**src/rtl/seq_booth_multiplier_pkg.sv**
```systemverilog
// Shared types for the sequential radix-4 Booth multiplier: FSM states,
// Booth digit-select codes and the group-to-digit mapping.
package mult_pkg;

   typedef enum logic [1:0] {
      IDLE = 2'd0,
      BUSY = 2'd1,
      DONE = 2'd2
   } state_e;

   typedef enum logic [2:0] {
      ZERO = 3'd0,
      POS1 = 3'd1,
      POS2 = 3'd2,
      NEG1 = 3'd3,
      NEG2 = 3'd4
   } digit_e;

   // grp = {b[2i+1], b[2i], b[2i-1]}
   function automatic digit_e booth_digit(input logic [2:0] grp);
      digit_e d;
      case (grp)
         3'b001, 3'b010: d = POS1;
         3'b011:         d = POS2;
         3'b100:         d = NEG2;
         3'b101, 3'b110: d = NEG1;
         default:        d = ZERO;
      endcase
      return d;
   endfunction

endpackage

```
**src/rtl/seq_booth_multiplier_enc.sv**
```systemverilog
// Combinational radix-4 Booth encoder: 3-bit multiplier group to digit code.
module booth_r4_encoder
   import mult_pkg::*;
(
   input  logic [2:0] grp,
   output digit_e     digit
);

   always_comb begin
      digit = booth_digit(grp);
   end

endmodule

```
**src/rtl/seq_booth_multiplier.sv**
```systemverilog
// Sequential radix-4 Booth multiplier: one digit per cycle, WIDTH/2+1 cycles,
// signed or unsigned operands, valid/ready handshakes on both sides.
module seq_booth_multiplier
   import mult_pkg::*;
#(
   parameter int WIDTH = 16,
   parameter int PW    = 2 * WIDTH
) (
   input  logic             clk,
   input  logic             rst_n,
   input  logic             in_valid,
   output logic             in_ready,
   input  logic [WIDTH-1:0] A,
   input  logic [WIDTH-1:0] B,
   input  logic             signed_mode,
   output logic             out_valid,
   input  logic             out_ready,
   output logic [PW-1:0]    product
);

   localparam int N  = WIDTH / 2 + 1;
   localparam int CW = $clog2(N + 1);
   localparam int XW = WIDTH + 2;

   state_e          state, state_nxt;
   logic [CW-1:0]   cnt;
   logic [PW-1:0]   acc;
   logic [PW-1:0]   mcand;
   logic [XW:0]     mplier;
   logic [PW-1:0]   pp;
   logic [PW-1:0]   acc_sum;
   logic            accept;
   logic            last_iter;
   digit_e          digit;

   booth_r4_encoder u_enc (
      .grp   (mplier[2:0]),
      .digit (digit)
   );

   assign in_ready  = (state == IDLE);
   assign out_valid = (state == DONE);
   assign accept    = in_valid && (state == IDLE);
   assign last_iter = (cnt == CW'(N - 1));

   // Arithmetic is modulo 2^PW; the low PW bits of the exact product are all
   // that is kept, so the multiplicand is pre-extended and shifted in place.
   always_comb begin
      pp = '0;
      case (digit)
         POS1:    pp = mcand;
         POS2:    pp = mcand << 1;
         NEG1:    pp = -mcand;
         NEG2:    pp = -(mcand << 1);
         default: pp = '0;
      endcase
      acc_sum = acc + pp;
   end

   always_comb begin
      state_nxt = state;
      case (state)
         IDLE:    if (in_valid)  state_nxt = BUSY;
         BUSY:    if (last_iter) state_nxt = DONE;
         DONE:    if (out_ready) state_nxt = IDLE;
         default: state_nxt = IDLE;
      endcase
   end

   always_ff @(posedge clk or negedge rst_n) begin
      if (!rst_n) begin
         state <= IDLE;
      end else begin
         state <= state_nxt;
      end
   end

   always_ff @(posedge clk or negedge rst_n) begin
      if (!rst_n) begin
         cnt     <= '0;
         acc     <= '0;
         mcand   <= '0;
         mplier  <= '0;
         product <= '0;
      end else if (accept) begin
         cnt    <= '0;
         acc    <= '0;
         mcand  <= {{(PW-WIDTH){A[WIDTH-1] & signed_mode}}, A};
         mplier <= {{2{B[WIDTH-1] & signed_mode}}, B, 1'b0};
      end else if (state == BUSY) begin
         cnt    <= cnt + 1'b1;
         acc    <= acc_sum;
         mcand  <= mcand << 2;
         mplier <= {{2{mplier[XW]}}, mplier[XW:2]};
         if (last_iter) begin
            product <= acc_sum;
         end
      end
   end

endmodule

```
**config.mk**
```make
export PLATFORM = sky130hd
export DESIGN_NAME = seq_booth_multiplier
export DESIGN_NICKNAME = d
export VERILOG_FILES = /design/src/rtl/seq_booth_multiplier_pkg.sv /design/src/rtl/seq_booth_multiplier_enc.sv /design/src/rtl/seq_booth_multiplier.sv
export SDC_FILE = /design/constraint.sdc
export NUM_CORES = 1
export LEC_CHECK = 0
export BUFFER_PORTS_ARGS = -buffer_cell sky130_fd_sc_hd__buf_2
export CAP_MARGIN = 20
export CORE_MARGIN = 10
export CORE_UTILIZATION = 55
export CTS_BUF_LIST = sky130_fd_sc_hd__clkbuf_2
export CTS_CLUSTER_SIZE = 14
export DETAILED_ROUTE_END_ITERATION = 7
export MAX_ROUTING_LAYER = met4
export PLACE_DENSITY = 0.74
export SLEW_MARGIN = 25
export SYNTH_ARGS = -nofsm -noshare
export SYNTH_HDL_FRONTEND = slang
export SYNTH_SLANG_ARGS = --single-unit
```
**constraint.sdc**
```tcl
create_clock -name clk -period 7 [get_ports clk]
set_input_delay 0.7 -clock clk [delete_from_list [all_inputs] [get_ports clk]]
set_output_delay 0.7 -clock clk [all_outputs]
set_load 0.005 [all_outputs]
```
# After elaboration in Yosys (flattened, before gate mapping)
# Cells that the tools add are included.
dict set report classes {
  n_addsub 4
  eq_ne 16
  muxes 14
  bitwise 3
  reduce_logical 7
}
# op n
set ops {}
lappend ops {{32-bit two-way mux} 4}
lappend ops {{32-bit one-hot mux with 4 select lines} 1}
lappend ops {{32-bit negation} 2}
lappend ops {{32-bit adder} 1}
lappend ops {{19-bit two-way mux} 1}
lappend ops {{18-bit two-way mux} 1}
lappend ops {{3-bit by 2-bit equality test with 1-bit output (second input constant)} 4}
lappend ops {{3-bit equality test (second input constant)} 4}
lappend ops {{3-bit one-hot mux with 4 select lines} 1}
lappend ops {{4-bit two-way mux} 2}
lappend ops {{3-bit by 1-bit equality test with 1-bit output (second input constant)} 2}
lappend ops {{2-bit two-way mux} 3}
lappend ops {{2-bit one-hot mux with 3 select lines} 1}
lappend ops {{3-bit AND reduction} 2}
lappend ops {{4-bit by 1-bit adder with 4-bit output (second input constant)} 1}
lappend ops {{4-bit equality test (second input constant)} 1}
lappend ops {{2-bit != test (second input constant)} 2}
lappend ops {{2-bit OR reduction} 2}
lappend ops {{1-bit bitwise AND} 2}
lappend ops {{2-bit by 1-bit equality test with 1-bit output (second input constant)} 1}
lappend ops {{2-bit equality test (second input constant)} 1}
lappend ops {{2-bit zero test} 1}
lappend ops {{2-bit by 1-bit != test with 1-bit output (second input constant)} 1}
lappend ops {{2-bit nonzero test} 1}
lappend ops {{2 further kinds} 2}
dict set report word_totals {
  regBits 121
  inputBits 37
  out_inout_bits 34
  wordCells 51
}

# Depth between registers and ports, before layout
dict set report depth {
  ltp_word 8
  depth_mapped 19
}

# Modules after synthesis
# From an unflattened synthesis, not the netlist that was laid out.
dict set report unflattened {
  cells_unflattened 981
  hier_area_um2 8151.6
}
# module instances cells_per_inst area_per_inst_um2
set modules_own_cells {}
lappend modules_own_cells {seq_booth_multiplier 1 977 8117.8}
lappend modules_own_cells {booth_r4_encoder 1 4 33.8}

# Worst setup path before layout
# Ideal clock, no wire load.
dict set report synth_timing {
  path_type {flip-flop to flip-flop}
  start {register mcand[2]}
  end {register acc[28]}
  arrival_time_ns 4.069
  required_ns 6.848
  setup_slack_ns 2.779
  path_stages_with_launch 19
  path_cell_list {dfrtp_1 -> buf_6 -> nor4_4 -> nand3_1 -> or4_4 -> or3_4 -> nand2_1 -> xnor2_1 -> a221oi_1 -> a21oi_1 -> ha_1 -> clkbuf_1 -> nand3_1 -> nor4_1 -> o21ai_0 -> a21oi_1 -> o21ai_1 -> o21ai_0 -> o311ai_0}
}
dict set report synth_between {
  elab_chain_cells 5
  word_cells_on_any_way 6
}
# element line
set synth_lines {}
lappend synth_lines {{start, declared} seq_booth_multiplier.sv:28} ;# logic [PW-1:0] mcand;
lappend synth_lines {{start signal, assigned} seq_booth_multiplier.sv:88} ;# mcand <= {{(PW-WIDTH){A[WIDTH-1] & signed_mode}}, A};
lappend synth_lines {{start signal, assigned} seq_booth_multiplier.sv:93} ;# mcand <= mcand << 2;
lappend synth_lines {{32-bit negation, on equally long branches} {seq_booth_multiplier.sv:53, seq_booth_multiplier.sv:54}}
lappend synth_lines {{32-bit one-hot mux with 4 select lines (*)} seq_booth_multiplier.sv:50} ;# case (digit)
lappend synth_lines {{32-bit adder (*)} seq_booth_multiplier.sv:57} ;# acc_sum = acc + pp;
lappend synth_lines {{32-bit two-way mux (*)} seq_booth_multiplier.sv:90} ;# end else if (state == BUSY) begin
lappend synth_lines {{32-bit two-way mux (*)} seq_booth_multiplier.sv:85} ;# end else if (accept) begin
lappend synth_lines {{end signal, assigned} seq_booth_multiplier.sv:92} ;# acc <= acc_sum;
lappend synth_lines {{end, declared} seq_booth_multiplier.sv:27} ;# logic [PW-1:0] acc;
# Mark *: on every way between the ends. The rest lies on a longest branch, timed or not. The select of a mux whose other input is x is not followed.
# A chain may end at the register's enable or synchronous reset.

# Worst setup path in the final report
# Same ends and word-level chain as after synthesis.

==> results.txt <==
----------------------------------------------------
[Detailed routing]
  ANT nets after route ... 0
  DRC Markers ... 0
  Wire length reported by the detailed router ... ~22 mm
  Via Count ... roughly 7400
  Vias per std cell ... 6.034
  TritonRoute pass-1 iters ... 5
  Violation count after the first detailed-routing iteration ... 643
  Average wire per standard cell ... 17.71 um

[Clocking]
  # H-tree levels ... 4
  CTS tree ... done
  Clock transition at the register clock pins on the worst setup and hold paths after CTS ... around 0.21 ns
  Number of sinks driven by the clock tree ... roughly 120
  Post CTS Setup Buffer Count ... 0
  Number of gates resized after cts ... 0
  Latest clock arrival within the worst-skew pair ... between 0.7 and 0.8 ns
  Cts-stage hold buffer count ... 1
  Clock root buffer master ... clkbuf_2
  Total clock buffers created by CTS ... 17
  CTS Buffer Depth ... 2

[Critical path]
  Delay of the slowest cell on the worst path ... about 0.54 ns
  Category of the worst setup path capture point ... register
  Slowest CP cell ... dfrtp_1
  Largest fanout on the critical path ... 8
  Sequence of cells on the critical path ... nor4_4 -> nand3_1 -> or4_4 -> or3_4 -> nand2_1 -> xnor2_1 -> a221oi_1 -> a21oi_1 -> ha_1 -> nand3_1 -> nor4_1 -> o21ai_0 -> a21oi_1 -> o21ai_1 -> o21ai_0 -> o21ai_0 -> o311ai_0
  Required time of the critical path ... ~7.6 ns
  Setup crit start kind ... register
  Worst R2R Setup Slack ... 2.15 ns
  Dominant cell type by count on the critical path ... o21ai_0
  WS Path Type ... register to register
  Endpoint arrival time on the critical path ... 5.49 ns

[Synthesis]
  Parity-gate share of the synthesized area counting xor and xnor cells ... under 10%
  Adder and majority gate portion of the synthesized area ... under 10%
  Sequential area share after synthesis ... a little under two fifths
  Count of yosys warnings during synthesis ... 0
  Yosys top cell by area ... dfrtp_1
  Dominant cells by area after synthesis ... dfrtp_1 (37%), nand2_1 (8.1%), o21ai_0 (6.9%), xnor2_1 (5.2%), ha_1 (5.2%)
  Combinational family with the most area after synthesis ... compound AO/OA/AOI/OAI gates
  Ranking of synthesized cells by instance count ... nand2_1 (178), dfrtp_1 (121), o21ai_0 (113)
  Synthesized area per cell ... just over 8 um2
  Synth Area in Simple Gates ... around a fifth
  FF+latch count, synth ... 121
  Yosys top cell area share ... a little under two fifths
  Count of flip-flops with a built-in enable after synthesis ... 0
  Cell count after synthesis ... ~1000
  Proportion of synthesized area in mux cells ... around 1.2%
  Most repeated cell in the gate-level netlist after synthesis ... nand2_1
  Dominant register cell in the synthesized netlist ... dfrtp_1
  Compound-Gate Fraction of Synth Area ... roughly a quarter
  Async set-reset flop share out of synthesis ... 100.0%
  Netlist area before placement ... slightly above 8000 um2
  Netlist cell types ... 64
  Post-Synthesis Net Count ... approximately 1100

[Timing]
  Final hold vios ... 0
  Post-route setup TNS ... 0 ns
  Unrepaired setup endpoints after global routing ... false
  Setup-failing EPs final ... 0
  Fin crit share ... between 60% and 70%
  Maximum clock frequency ... around 0.21 GHz
  Slew margin rel. ... about 33%
  Max Clock Skew ... about 0.034 ns
  Time the worst path needs with I/O delays and setup ... 4.847 ns
  Slew @ Worst Pin ... between 1 and 1.5 ns
  Post-route worst hold slack ... between 0.1 and 0.15 ns
  Max-slew violation total from the final report ... 0

[GRT]
  Number of antenna violations at the first check in global routing ... 0
  Maximum number of pins on one net before global-route repair ... 84
  Grt total ovfl ... 0
  Number of global-route vias before repair ... between 7000 and 8000
  First-pass GRT wire length ... between 30 and 40 mm
  GRT Resource Usage Total ... 21.75%

[Placed design]
  Number of buffers inserted by port buffering ... 70
  Dpl cell area ... 8531 um2
  Post-detail-place hpwl ... between 15 and 20 mm
  Final GP Congestion ... just over 1

[Floorplan]
  Die span in y ... approximately 140 um
  DIE AREA ... 20230 um2
  Width of the die ... about 140 um
  Number of placed I/O pins ... slightly above 70
  FP Rows ... 44
  Core area ... about 15000 um2
  Starting density of the core ... between 50% and 60%

[Outcome]
  Run status ... complete, no violations

[Final layout]
  Final standard cell area without fillers ... between 8000 and 9000 um2
  Fraction of final layout cells sized beyond drive strength 1 ... between 10% and 20%
  Signed area change from the synthesized netlist to the final layout ... 7.094%
  Net count, final ... roughly 1100

[Run]
  MaxCap Viol Count ... 0

[Worst hold path]
  Hold Crit Class ... input pin to register

----------------------------------------------------
-- worst max-delay path: cells and delay by family, from the launching register on --
kind	cells	cell delay, ns
AO/OA/AOI/OAI	8	1.83
XOR/XNOR	1	0.09
adder cells (fa/ha/maj)	1	0.43
flip-flops	1	0.54
AND/OR/NAND/NOR	7	1.84
-- through the flow --
stage               setup WS (ns)  instances  utilization, %
finish                      2.153       1220           60.33
global route                1.776       1219           60.32
CTS                         2.180       1219           60.32
detailed placement          2.251       1186           58.47
global placement            2.358       1186           58.47
floorplan                   2.779       1002               -
-- cell type report --
cell class / instances / area (um2)
sequential: 121 / 3028
clock inverter: 15 / 173.9
tap: 184 / 230.2
timing repair buffer: 82 / 445.4
clock buffer: 17 / 85.08
multi-input combinational: 782 / 4770
inverter: 18 / 67.56
antenna: 1 / 2.502
fill: 1350 / 5787
-- routing by layer --
metal,up-vias,share of wire [%],global-route usage [%]
li1,3614,-,-
met1,3452,46,28.28
met2,255,46,33.06
met3,41,5.7,4.339
met4,0,2.3,7.692
met5,-,0,-
-- worst paths after layout --
kind                                              start                 endpoint  cells after the start
min in group asynchronous                         rst_n       acc[6]$_DFFE_PN0P_                      2
worst min register to register  product[11]$_DFFE_PN0P_  product[11]$_DFFE_PN0P_                      2
worst max register to register     mcand[2]$_DFFE_PN0P_      acc[28]$_DFFE_PN0P_                     17
worst min-delay path                              B[12]   mplier[13]$_DFFE_PN0P_                      3
max in group asynchronous                         rst_n    mcand[16]$_DFFE_PN0P_                      3
worst max-delay path               mcand[2]$_DFFE_PN0P_      acc[28]$_DFFE_PN0P_                     17
-- cells by family (layout without fill, tap and decap cells) --
family | Yosys count | in the layout
muxes | 9 | 9
DFF | 121 | 121
and+or+nand+nor | 360 | 360
AOI/OAI and AO/OA | 305 | 305
buffers and inverters | 99 | 132
adders and majority gates | 35 | 35
xor gates and xnor gates | 73 | 73
other | 0 | 1
-- placed cells by master, fill, tap and decap left out, types with 17 or more instances in the layout --
| cell | count |
|---|---|
| nand2_1 | 177 |
| dfrtp_1 | 121 |
| o21ai_0 | 113 |
| buf_2 | 69 |
| nor2_1 | 61 |
| a21oi_1 | 49 |
| xnor2_1 | 49 |
| nand3_1 | 41 |
| a22oi_1 | 41 |
| ha_1 | 34 |
| xor2_1 | 24 |
| a31oi_1 | 20 |
| a221oi_1 | 18 |
| inv_1 | 17 |
| clkbuf_2 | 17 |
-- registers in the layout, summed over array words and instances (netlist names) --
register and cells:
mcand 32, cnt 4, product 32, acc 32, mplier 19, state 2
Power is not shown: default switching activity piles up to over one toggle a cycle in this logic, so the estimate is an artifact.
